<file path="config.mk">
export PLATFORM = sky130hd
export DESIGN_NAME = wwm_turn_ctrl_flat
export DESIGN_NICKNAME = d
export VERILOG_FILES = /design/src/rtl/wwm_turn_ctrl_if.sv /design/src/rtl/wwm_turn_ctrl.sv /design/src/flat_wrapper.sv
export SDC_FILE = /design/constraint.sdc
export NUM_CORES = 1
export LEC_CHECK = 0
export CAP_MARGIN = 20
export CELL_PAD_IN_SITES_DETAIL_PLACEMENT = 0
export CELL_PAD_IN_SITES_GLOBAL_PLACEMENT = 2
export CORE_UTILIZATION = 32
export DETAILED_ROUTE_END_ITERATION = 10
export PLACE_DENSITY = 0.9
export SYNTH_ARGS = -nofsm -noshare
export SYNTH_HDL_FRONTEND = slang
export SYNTH_SLANG_ARGS = --single-unit
</file>
<file path="constraint.sdc">
create_clock -name clk -period 2.62 [get_ports clk]
set_clock_uncertainty 0.15 [all_clocks]
set_input_delay 0.524 -clock clk [delete_from_list [all_inputs] [get_ports clk]]
set_output_delay 0.524 -clock clk [all_outputs]
set_load 0.02 [all_outputs]
</file>
<file path="src/rtl/wwm_turn_ctrl_if.sv">
// Launch/landing handshake between the turn sequencer (master) and the projectile animator (slave).
interface wwm_turn_ctrl_if;
    logic       launch;
    logic [3:0] vX_out;
    logic [3:0] vY_out;
    logic       anim_done;
    logic       hit;

    modport master (output launch, output vX_out, output vY_out, input anim_done, input hit);
    modport slave  (input launch, input vX_out, input vY_out, output anim_done, output hit);
endinterface

</file>
<file path="src/rtl/wwm_turn_ctrl.sv">
// Two-player turn sequencer for World War Math: latches shot velocity, launches, waits for
// landing or timeout, scores the shot and passes the turn until a player reaches MAX_SCORE.
module wwm_turn_ctrl #(
    parameter int MAX_SCORE   = 5,
    parameter int TIMEOUT_CYC = 200000000
) (
    input  logic                  clk,
    input  logic                  Reset,
    input  logic                  Start,
    input  logic                  Fire,
    input  logic [7:0]            vel_sw,
    wwm_turn_ctrl_if.master       anim,
    output logic                  active_player,
    output logic [3:0]            score_p1,
    output logic [3:0]            score_p2,
    output logic                  winner,
    output logic                  q_I,
    output logic                  q_Aim,
    output logic                  q_Fly,
    output logic                  q_Score,
    output logic                  q_Done
);

    typedef enum logic [4:0] {
        S_I     = 5'b00001,
        S_AIM   = 5'b00010,
        S_FLY   = 5'b00100,
        S_SCORE = 5'b01000,
        S_DONE  = 5'b10000
    } state_t;

    localparam int             CNT_W     = (TIMEOUT_CYC > 2) ? $clog2(TIMEOUT_CYC) : 1;
    localparam logic [CNT_W-1:0] CNT_LAST = CNT_W'(TIMEOUT_CYC - 1);
    localparam logic [3:0]     SCORE_MAX = 4'(MAX_SCORE);

    state_t           state_q, state_d;
    logic [CNT_W-1:0] fly_cnt;
    logic [3:0]       active_score;
    logic             new_game, shot_go, land_hit, turn_pass, game_won;

    assign active_score = active_player ? score_p2 : score_p1;

    // NOTE: sequential state uses non-blocking (<=) so every register samples pre-edge values.
    always_ff @(posedge clk) begin
        if (Reset) state_q <= S_I;
        else       state_q <= state_d;
    end

    always_comb begin
        // NOTE: every always_comb output gets a default first, so no path can infer a latch.
        state_d   = state_q;
        new_game  = 1'b0;
        shot_go   = 1'b0;
        land_hit  = 1'b0;
        turn_pass = 1'b0;
        game_won  = 1'b0;
        unique case (state_q)
            S_I, S_DONE: begin
                if (Start) begin
                    state_d  = S_AIM;
                    new_game = 1'b1;
                end
            end
            S_AIM: begin
                if (Fire && (vel_sw != 8'h00)) begin
                    state_d = S_FLY;
                    shot_go = 1'b1;
                end
            end
            S_FLY: begin
                // A landing report outranks a timeout in the same cycle.
                if (anim.anim_done) begin
                    state_d  = S_SCORE;
                    land_hit = anim.hit;
                end else if (fly_cnt == CNT_LAST) begin
                    state_d = S_SCORE;
                end
            end
            S_SCORE: begin
                if (active_score == SCORE_MAX) begin
                    state_d  = S_DONE;
                    game_won = 1'b1;
                end else begin
                    state_d   = S_AIM;
                    turn_pass = 1'b1;
                end
            end
            default: state_d = S_I;
        endcase
    end

    always_ff @(posedge clk) begin
        if (Reset) begin
            anim.launch   <= 1'b0;
            anim.vX_out   <= 4'd0;
            anim.vY_out   <= 4'd0;
            fly_cnt       <= '0;
            active_player <= 1'b0;
            score_p1      <= 4'd0;
            score_p2      <= 4'd0;
            winner        <= 1'b0;
        end else begin
            anim.launch <= shot_go;
            if (shot_go) begin
                anim.vX_out <= vel_sw[7:4];
                anim.vY_out <= vel_sw[3:0];
            end

            if (state_q == S_FLY && state_d == S_FLY) fly_cnt <= fly_cnt + 1'b1;
            else                                      fly_cnt <= '0;

            if (new_game) begin
                score_p1      <= 4'd0;
                score_p2      <= 4'd0;
                active_player <= 1'b0;
                winner        <= 1'b0;
            end
            // Scores saturate at the winning value rather than wrapping.
            if (land_hit && active_score < SCORE_MAX) begin
                if (active_player) score_p2 <= score_p2 + 4'd1;
                else               score_p1 <= score_p1 + 4'd1;
            end
            if (turn_pass) active_player <= ~active_player;
            if (game_won)  winner        <= active_player;
        end
    end

    assign q_I     = state_q[0];
    assign q_Aim   = state_q[1];
    assign q_Fly   = state_q[2];
    assign q_Score = state_q[3];
    assign q_Done  = state_q[4];

endmodule

</file>
<file path="src/flat_wrapper.sv">
// flat-port wrapper written by rule: the top's interface ports become plain ports
module wwm_turn_ctrl_flat 
#(
    parameter int MAX_SCORE   = 5,
    parameter int TIMEOUT_CYC = 200000000
)
  (clk, Reset, Start, Fire, vel_sw, active_player, score_p1, score_p2, winner, q_I, q_Aim, q_Fly, q_Score, q_Done, anim_launch, anim_vX_out, anim_vY_out, anim_anim_done, anim_hit);
  wwm_turn_ctrl_if anim_i ();
  input  logic clk;
  input  logic Reset;
  input  logic Start;
  input  logic Fire;
  input  logic [7:0] vel_sw;
  output logic active_player;
  output logic [3:0] score_p1;
  output logic [3:0] score_p2;
  output logic winner;
  output logic q_I;
  output logic q_Aim;
  output logic q_Fly;
  output logic q_Score;
  output logic q_Done;
  output wire logic [$bits(anim_i.launch)-1:0] anim_launch;
  output wire logic [$bits(anim_i.vX_out)-1:0] anim_vX_out;
  output wire logic [$bits(anim_i.vY_out)-1:0] anim_vY_out;
  input wire logic [$bits(anim_i.anim_done)-1:0] anim_anim_done;
  input wire logic [$bits(anim_i.hit)-1:0] anim_hit;
  assign anim_launch = anim_i.launch;
  assign anim_vX_out = anim_i.vX_out;
  assign anim_vY_out = anim_i.vY_out;
  assign anim_i.anim_done = anim_anim_done;
  assign anim_i.hit = anim_hit;
  wwm_turn_ctrl #(.MAX_SCORE(MAX_SCORE), .TIMEOUT_CYC(TIMEOUT_CYC)) u_core (.clk(clk), .Reset(Reset), .Start(Start), .Fire(Fire), .vel_sw(vel_sw), .anim(anim_i), .active_player(active_player), .score_p1(score_p1), .score_p2(score_p2), .winner(winner), .q_I(q_I), .q_Aim(q_Aim), .q_Fly(q_Fly), .q_Score(q_Score), .q_Done(q_Done));
endmodule
</file>
# == After elaboration in Yosys (flattened, before gate mapping) ==
# Index checks and enable logic that the tools add are counted.
# op_classes
n_addsub,3
n_mul,0
div,0
magnitude_cmp,1
eq_ne,8
shift,0
n_mux,26
n_bitwise,2
n_reduce_logical,8
# ops
operator,n
28-bit by 1-bit adder with 28-bit output (second input constant),1
28-bit == test (second input constant),1
4-bit 2-to-1 mux,7
5-bit 2-to-1 mux,5
5-bit one-hot mux with 4 select lines,1
1-bit 2-to-1 mux,13
5-bit by 3-bit == test with 1-bit output (second input constant),2
4-bit by 1-bit adder with 4-bit output (second input constant),2
8-bit nonzero test,1
5-bit by 1-bit == test with 1-bit output (second input constant),1
5-bit by 2-bit == test with 1-bit output (second input constant),1
5-bit by 4-bit == test with 1-bit output (second input constant),1
5-bit == test (second input constant),1
4-bit by 3-bit == test with 1-bit output (second input constant),1
4-bit by 3-bit < comparator with 1-bit output (second input constant),1
2-bit nonzero test,2
2-bit OR reduction,2
1-bit logical AND,3
1-bit inverter,2
# totals
reg_bits,52
latchBits,0
mem_bits_rw,0
rom_bits,0
inputBits,14
output_inout_bits,24
elab_cells,57
mem_count,0

# == Depth between registers and ports, before layout ==
# Gate-level depths: netlist of the first run.
# logic_depth
depth_word,8
mapped_depth,7
mapped_depth_nobuf,6

# == Worst setup path after synthesis of the first run ==
# Ideal clock, no wire load.
# synth_timing
kind,flip-flop to flip-flop
from,register u_core.active_player
to,register u_core.score_p1[0]
setup_time_ps,65
arrival_time_ps,1895
required_ps,2405
setup_slack_ps,510
path_stages_with_launch,7
n_path_buf,1
synth_period_minus_slack_ps,2110
path_cell_list,dfxtp_1 buf_6 or3_1 o221a_4 or4_4 mux2_1 nor2_1
# synth_via
elab_chain_len,4
elab_cells_between_ends,5
cone_classes,order compare (1); mux (3); reduce/logical (1)
# synth_rtl
element,line_no,text
from (decl),wwm_turn_ctrl.sv:13,"output logic active_player,"
from (signal assigned),wwm_turn_ctrl.sv:123,if (turn_pass) active_player <= ~active_player;
4-bit 2-to-1 mux,wwm_turn_ctrl.sv:41,assign active_score = active_player ? score_p2 : score_p1;
4-bit by 3-bit < comparator with 1-bit output,wwm_turn_ctrl.sv:119,if (land_hit && active_score < SCORE_MAX) begin
1-bit logical AND,wwm_turn_ctrl.sv:119,
4-bit 2-to-1 mux *,wwm_turn_ctrl.sv:119,
to (signal assigned),wwm_turn_ctrl.sv:121,else score_p1 <= score_p1 + 4'd1;
to (decl),wwm_turn_ctrl.sv:14,"output logic [3:0] score_p1,"
# Every way passes the cells marked *; elsewhere a longest branch is shown, timed or not.
# A chain may end at the register's enable or synchronous reset.

# == Final worst setup path of the first run ==
# layout_timing
from,register u_core.active_player
to,output port active_player
# layout_lines
element,line_no,text
to (decl),flat_wrapper.sv:14,output logic active_player;
# No word-level cell between the ends.

==> results.md, run 1 <==
- Result of the run: complete, no violations
- Power density over cell area: slightly below 500 nW/um2
- Netlist area before placement: approximately 2400 um2
- Residual overflow from global routing: 0
- Type of origin of the critical path: register
- Total via count in the routed design: between 2k and 2.5k
- Clock-pin slew on the worst setup and hold paths: around 0.10 ns
- Number of antenna violations at the first check in global routing: 0
- Pre-Repair DR Iteration Count: 4
- Part of the power in the clock network: 0.405
- Total wire length after detailed routing: about 5500 um
- Worst-case clock buffer depth: 2
- Total negative slack for setup checks: 0 ns
- Count of cells resized by post-cts repair: 0
- Number of antenna repair diodes: 0
- Standard cell with the maximum stage delay on the critical path: sky130_fd_sc_hd__clkdlybuf4s50_1
- Data arrival, critical path: between 1.5 and 2 ns
- Share of the synthesized area in the top cell type: 0.4300
- Number of flops mapped to enable cells by yosys: 0
- Die boundary width: 88.98 um
- Actual slew at the worst max-slew pin: around 0.5 ns
- Net switching component of the power: around 0.31 mW
- Area grow syn2layout: 24.91%
- Number of nets with antenna violations after detailed routing: 0
- Overall track demand over capacity in global routing: 0.1494
- Largest incremental delay on the critical path: between 0.6 and 0.7 ns
- Wire length of the first global-routing pass: roughly 9100 um
- Effective utilization at floorplan: 0.3320
- Sequential share of the synthesized area: 0.4300
- Min Tclk post-route: between 2 and 2.5 ns
- Clock tree from TritonCTS: built
- Area fraction in compound gates after synthesis: 0.08424
- Gate power share: 0.055
- FMAX: around 460 MHz
- Count of endpoints failing setup in the final report: 0
- Worst IR Drop VDD: roughly 190 uV
- Post-synthesis instance total: 279
- H-tree level count: 2
- Fraction of synthesized area in multiplexers: 0.04703
- Die Ht: roughly 90 um
- Ratio of cells with drive above 1 in the final layout: 0.05975
- Number of storage elements in the synthesis netlist: 52
- Synth Area in Adders: 0.01550
- Placer's final routability congestion estimate: about 0.73
- Filler Cells Inserted: between 700 and 800
- Yosys cell types: 44
- Average wire length per cell after detail routing: ~13 um
- Number of buffer and inverter instances along the worst setup path: 1
- Final hold slack: approximately 0.32 ns
- Unrepaired setup endpoints after global routing: false
- Pins Over Slew Limit: 0
- Number of primary I/O pins: 38
- Via count normalized by instance count: between 4 and 5
- Worst slew slack as a fraction of its limit: 0.6583
- Setup repair bufs after CTS: 0
- Highest fanout seen on the critical path: 12
- Final clock period utilization by the worst path: 0.8337
- Switching share of power: 0.2108
- Avg Synthesized Cell Area: 8.678 um2
- Internal Dissipation: 1.173 mW
- Number of nets at the end of the flow: between 300 and 400
- Pin count of the biggest net entering global routing: 22
- Starting DRC count in detailed routing: 76
- Placeable Area: roughly 7300 um2
- DIE AREA: around 7900 um2
- Yosys Warn Count: 0
- Hold Crit Class: register to register
- Async set or reset register ratio after synthesis: 0
- Sequential fraction of design power: 0.540
- Crit path kind: register to output pin
- Sequence of cells on the critical path: clkdlybuf4s50_1
- DP HPWL: 3888 um
- Synthesized-area fraction occupied by and/or/nand/nor cells: 0.3127
- Sink Count: 52
- Site row count: 31
- Count of maximum capacitance violations: 0
- Fraction of synthesized cell area in xor and xnor cells: 0.08320
- Later-pin clock latency in the skew report: ~0.30 ns
- Cell type contributing the most total cell area after synthesis: sky130_fd_sc_hd__dfxtp_1
- Vias in the first global route: roughly 1.9k
- Data required time of the critical path: just under 2 ns
- Cts bufs inserted: 5
- Number of buffers inserted by hold repair at cts: 0
- Delay-heaviest family, CP: buffers and inverters
- Largest family of logic cells by synthesized area: simple AND/OR/NAND/NOR gates
- Clock root cell: sky130_fd_sc_hd__clkbuf_8
- Final core area utilization: 0.4147
- Detailed-route DRC error count: 0
- Synth Net Count: between 200 and 300
- Leakage power: between 0.9 and 1 nW
- Primary flip-flop cell chosen by synthesis mapping: sky130_fd_sc_hd__dfxtp_1
- Cell types with the largest area share after synthesis: sky130_fd_sc_hd__dfxtp_1 (43%), sky130_fd_sc_hd__nor2_1 (7.0%), sky130_fd_sc_hd__xor2_1 (5.8%)
- Fin. Hold Viols: 0
- Worst setup EP type: output pin
- Buffers added on ports: 37
-- power by group through the flow --
stage          clock network (mW)  logic [mW]  registers [mW]
3_3_place_gp                    0      0.0820           0.821
4_1_cts                     0.623      0.0825           0.803
6_report                    0.602      0.0815           0.803
3_5_place_dp                    0      0.0821           0.821
2_1_floorplan                   0      0.0320           0.827
5_1_grt                     0.658      0.0891           0.804
-- sequential cells by signal (all words and copies together), names as in the netlist --
register              count
u_core.winner             1
u_core.active_player      1
u_core.anim.vX_out        4
u_core.score_p1           4
u_core.fly_cnt           28
u_core.anim.vY_out        4
u_core.anim.launch        1
u_core.score_p2           4
u_core.state_q            5
-- path summary, 6_finish.rpt --
kind | cells past startpoint | end | from | slack [ns]
worst max-delay path | 1 | active_player | u_core.active_player | 0.44
worst min-delay path | 1 | u_core.fly_cnt[0] | u_core.fly_cnt[0] | 0.32
worst max register to register | 6 | u_core.fly_cnt[21] | u_core.fly_cnt[11] | 0.54
worst min register to register | 1 | u_core.fly_cnt[0] | u_core.fly_cnt[0] | 0.32
-- stage by stage --
| stage | area, um2 | setup slack [ns] | cells | power (mW) |
|---|---|---|---|---|
| global route | 3024 | 0.2830 | 417 | 1.552 |
| detailed placement | 2898 | 0.1251 | 409 | 0.9031 |
| floorplan | 2421 | 0.5102 | 279 | 0.8585 |
| CTS | 3024 | 0.4179 | 417 | 1.509 |
| finish | 3024 | 0.4357 | 417 | 1.486 |
| global placement | 2898 | 0.1958 | 409 | 0.9027 |
-- Yosys cell counts, drive strengths merged (3+ instances only) --
cell / number
xnor2: 7
nand4: 9
or4: 4
xor2: 16
nor3: 11
or3: 6
a21oi: 9
nand2b: 3
and3b: 4
nor2: 45
mux2i: 8
nand3: 17
inv: 5
nand3b: 6
nand2: 19
mux2: 3
ha: 3
buf: 3
o21ai: 5
clkbuf: 7
nor4: 5
and3: 6
a31oi: 6
dfxtp: 52
-- cell families (layout without fill, tap and decap cells) --
| group | count (synthesis) | count (layout) |
|---|---|---|
| buffers and inverters | 15 | 54 |
| and+or+nand+nor | 145 | 145 |
| muxes | 11 | 11 |
| DFF | 52 | 52 |
| adders and majority gates | 3 | 3 |
| xor gates and xnor gates | 23 | 23 |
| AOI/OAI and AO/OA | 30 | 30 |
-- metal layers --
metal | track usage | wire (um) | up-vias
met5 | 0 | 0 | -
met4 | 0.03463 | 53 | 0
met3 | 0.03601 | 176 | 5
met2 | 0.2545 | 2562 | 32
met1 | 0.1917 | 2660 | 954
li1 | - | - | 1068
-- layout by cell type (no fill, tap or decap), drive strengths merged, types with 5 or more instances in the layout --
master and n:
a21oi 9, a31oi 6, and3 6, clkbuf 7
clkdlybuf4s50 37, dfxtp 52, inv 5, mux2i 8
nand2 19, nand3 17, nand3b 6, nand4 9
nor2 45, nor3 11, nor4 5, o21ai 5
or3 6, xnor2 7, xor2 16
-- worst reg2reg max path: stages, from the launching register on --
cell and delay, ns:
sky130_fd_sc_hd__dfxtp_1 0.36, sky130_fd_sc_hd__nor4b_1 0.30, sky130_fd_sc_hd__nand4_1 0.17, sky130_fd_sc_hd__or3_1 0.53
sky130_fd_sc_hd__o21ai_2 0.15, sky130_fd_sc_hd__buf_4 0.23, sky130_fd_sc_hd__nor2_1 0.07
-- cell type report --
type / instances / area, um2 / share of cell area
sequential: 52 / 1041 / 0.3442
clock inverter: 1 / 30.03 / 0.009930
timing repair buffer: 41 / 400.4 / 0.1324
tap: 99 / 123.9 / 0.04096
inverter: 5 / 18.77 / 0.006206
clock buffer: 7 / 96.34 / 0.03186
multi-input combinational: 212 / 1314 / 0.4344
No activity file was read; power rests on OpenSTA's default activity.
==> run 2: changes to the inputs <==
Clock period 2.62 ns to 2.2 ns, I/O delays scaled along.
==> run 2 against run 1 <==
Against the previous run: largest cell class unchanged; die area unchanged; highest routed layer unchanged; final area up 2.3%; sequential power up 19%; critical path depth up 4; via count up 0.49%; final cell count up 2.9%; combinational power up 40%; sequential cell count unchanged; sequential share of layout area down 0.73 points; global-route usage about the same; setup slack worse by 0.31 ns.
==> results.md, run 2 (synthesis results as in run 1) <==
- Result of the run: complete, no violations (unchanged)
- Later-pin clock latency in the skew report: 0.30 ns (about the same)
- Setup repair bufs after CTS: 0 (unchanged)
- Worst-case clock buffer depth: 2 (unchanged)
- Number of nets at the end of the flow: 347 (was 334)
- Hold Crit Class: register to register (unchanged)
- Largest registers in the final layout: u_core.fly_cnt: 28 flops, u_core.state_q: 5 flops (unchanged)
- DP HPWL: 3956 um (was 3888 um)
- Average wire length per cell after detail routing: 12.52 um (was 13.07 um)
- Total wire length after detailed routing: 5373 um (was 5451 um)
- Number of primary I/O pins: 38 (unchanged)
- Count of maximum capacitance violations: 0 (unchanged)
- Global-route track usage on met3: 0.02770 (was 0.03601)
- Wire length of the first global-routing pass: 9163 um (was 9080 um)
- Worst IR Drop VDD: 263.8 uV (was 187.7 uV)
- Die Ht: 88.98 um (unchanged)
- Met2 demand-to-capacity share in global routing: 0.2664 (was 0.2545)
- Gr busiest metal: met2 (unchanged)
- Count of endpoints failing setup in the final report: 0 (unchanged)
- Total via count in the routed design: 2069 (was 2059)
- Unrepaired setup endpoints after global routing: false (unchanged)
- Met1 routing resource usage after global routing: 0.1812 (was 0.1917)
- Final std cells w/o fill: 429 (was 417)
- Clock root cell: sky130_fd_sc_hd__clkbuf_8 (unchanged)
- Number of buffers inserted by hold repair at cts: 0 (unchanged)
- Effective utilization at floorplan: 0.3320 (unchanged)
- Crit path kind: register to register (was register to output pin)
- Placer's final routability congestion estimate: 0.7324 (was 0.7302)
- FMAX: 482.8 MHz
- Clock-pin slew on the worst setup and hold paths: 0.09 ns (was 0.10 ns)
- Power density over cell area: 533.9 nW/um2 (was 491.3 nW/um2)
- Commonest cells after routing, fill and taps aside: sky130_fd_sc_hd__dfxtp_1 (51), sky130_fd_sc_hd__nor2_1 (45), sky130_fd_sc_hd__clkdlybuf4s50_1 (37) (was sky130_fd_sc_hd__dfxtp_1 (52), sky130_fd_sc_hd__nor2_1 (45), sky130_fd_sc_hd__clkdlybuf4s50_1 (37))
- Type of origin of the critical path: register (unchanged)
- Worst setup EP type: register (was output pin)
- Pins Over Slew Limit: 0 (unchanged)
- Net switching component of the power: 0.3640 mW (was 0.3133 mW)
- Area grow syn2layout: 27.75% (was 24.91%)
- H-tree level count: 2 (unchanged)
- Cts bufs inserted: 5 (unchanged)
- Part of the power in the clock network: 0.354 (was 0.405)
- Gate power share: 0.069 (was 0.055)
- Pre-Repair DR Iteration Count: 5 (was 4)
- Final clock period utilization by the worst path: 0.9415
- Highest fanout seen on the critical path: 8 (was 12)
- Number of nets with antenna violations after detailed routing: 0 (unchanged)
- Internal Dissipation: 1.287 mW (was 1.173 mW)
- Site row count: 31 (unchanged)
- Data required time of the critical path: 2.30 ns (was 1.95 ns)
- Leakage power: 1.027 nW (was 0.9796 nW)
- Min Tclk post-route: 2.071 ns
- Placeable Area: 7292 um2 (unchanged)
- Fin. Hold Viols: 0 (unchanged)
- DIE AREA: 7917 um2 (unchanged)
- Number of antenna violations at the first check in global routing: 0 (unchanged)
- Pin count of the biggest net entering global routing: 22 (unchanged)
- Switching share of power: 0.2204 (was 0.2108)
- Detailed-route DRC error count: 0 (unchanged)
- Sequential fraction of design power: 0.577 (was 0.540)
- Overall track demand over capacity in global routing: 0.1494 (about the same)
- Vias in the first global route: 2069 (was 1891)
- Ratio of cells with drive above 1 in the final layout: 0.09697 (was 0.05975)
- Starting DRC count in detailed routing: 71 (was 76)
- Data arrival, critical path: 2.17 ns (was 1.51 ns)
- Top reg by flops: u_core.fly_cnt (unchanged)
- Die boundary width: 88.98 um (unchanged)
- Placed insts: 422 (was 409)
- Worst slew slack as a fraction of its limit: 0.6366 (was 0.6583)
- Via count normalized by instance count: 4.823 (was 4.938)
- Total chip power: 1.651 mW (was 1.486 mW)
- Most common library cell in the layout ignoring fill and taps: sky130_fd_sc_hd__dfxtp_1 (unchanged)
- Actual slew at the worst max-slew pin: 0.5400 ns (was 0.5125 ns)
- Number of antenna repair diodes: 0 (unchanged)
- Sink Count: 52 (unchanged)
- Clock tree from TritonCTS: built (unchanged)
- Buffers added on ports: 37 (unchanged)
- Number of flip-flops under the largest register name: 28 (unchanged)
- Residual overflow from global routing: 0 (unchanged)
-- run 2: cell types whose count changed in the layout (fill, tap and decap cells not counted), sizes merged --
cell / before / now
buf: 4 / 17
bufinv: 1 / 0
-- run 2: timing repair --
action | in CTS | in global routing
setup endpoints to repair | 0 | 1
endpoints found under the hold margin | 0 | 0
resized for setup | 0 | 1
-- run 2: metrics by stage --
| step | utilization | hold slack (ns) | setup TNS (ns) | area [um2] | setup slack (ns) |
|---|---|---|---|---|---|
| after floorplan | - | 0.2798 | 0 | 2421 | 0.09017 |
| after global placement | 0.4108 | 0.2939 | -1.199 | 2995 | -0.1395 |
| after detailed placement | 0.4108 | 0.3022 | -1.438 | 2995 | -0.1636 |
| after CTS | 0.4240 | 0.3248 | 0 | 3092 | 0.07783 |
| after global routing | 0.4242 | 0.3565 | 0 | 3093 | 0.01036 |
| final | 0.4242 | 0.3181 | 0 | 3093 | 0.1286 |
-- run 2: path summary, 6_finish.rpt --
kind / start / to / slack [ns] / depth (start not counted)
max: u_core.state_q[1] / u_core.score_p1[0] / 0.13 / 5
min: u_core.fly_cnt[0] / u_core.fly_cnt[0] / 0.32 / 1
max reg2reg: u_core.state_q[1] / u_core.score_p1[0] / 0.13 / 5
min reg2reg: u_core.fly_cnt[0] / u_core.fly_cnt[0] / 0.32 / 1
-- run 2: worst max-delay path: stages (launching register included) --
cell and delay, ns:
sky130_fd_sc_hd__dfxtp_1 0.36, sky130_fd_sc_hd__nor2_1 0.22, sky130_fd_sc_hd__nand3_1 0.29, sky130_fd_sc_hd__or4_4 0.61
sky130_fd_sc_hd__mux2_1 0.32, sky130_fd_sc_hd__nor2_1 0.08
-- run 2: final cells by class --
| cell class | count | area [um2] |
|---|---|---|
| Clock buffer | 7 | 96.34 |
| Sequential cell | 52 | 1042 |
| Timing Repair Buffer | 54 | 498.0 |
| Inverter | 5 | 18.77 |
| Tap cell | 99 | 123.9 |
| Fill cell | 790 | 4199 |
| Multi-Input combinational cell | 212 | 1314 |
-- run 2: power by group through the flow --
stage / Clock [mW] / Sequential, mW / Combinational (mW)
floorplan: 0 / 0.984 / 0.0382
global placement: 0 / 0.975 / 0.115
detailed placement: 0 / 0.975 / 0.115
CTS: 0.609 / 0.953 / 0.116
global route: 0.640 / 0.954 / 0.125
finish: 0.584 / 0.953 / 0.114
-- run 2: metal layers --
layer  up-vias  wire length, um
li1       1094                -
met1       941             2713
met2        29             2453
met3         5              157
met4         0               49
met5         -                0
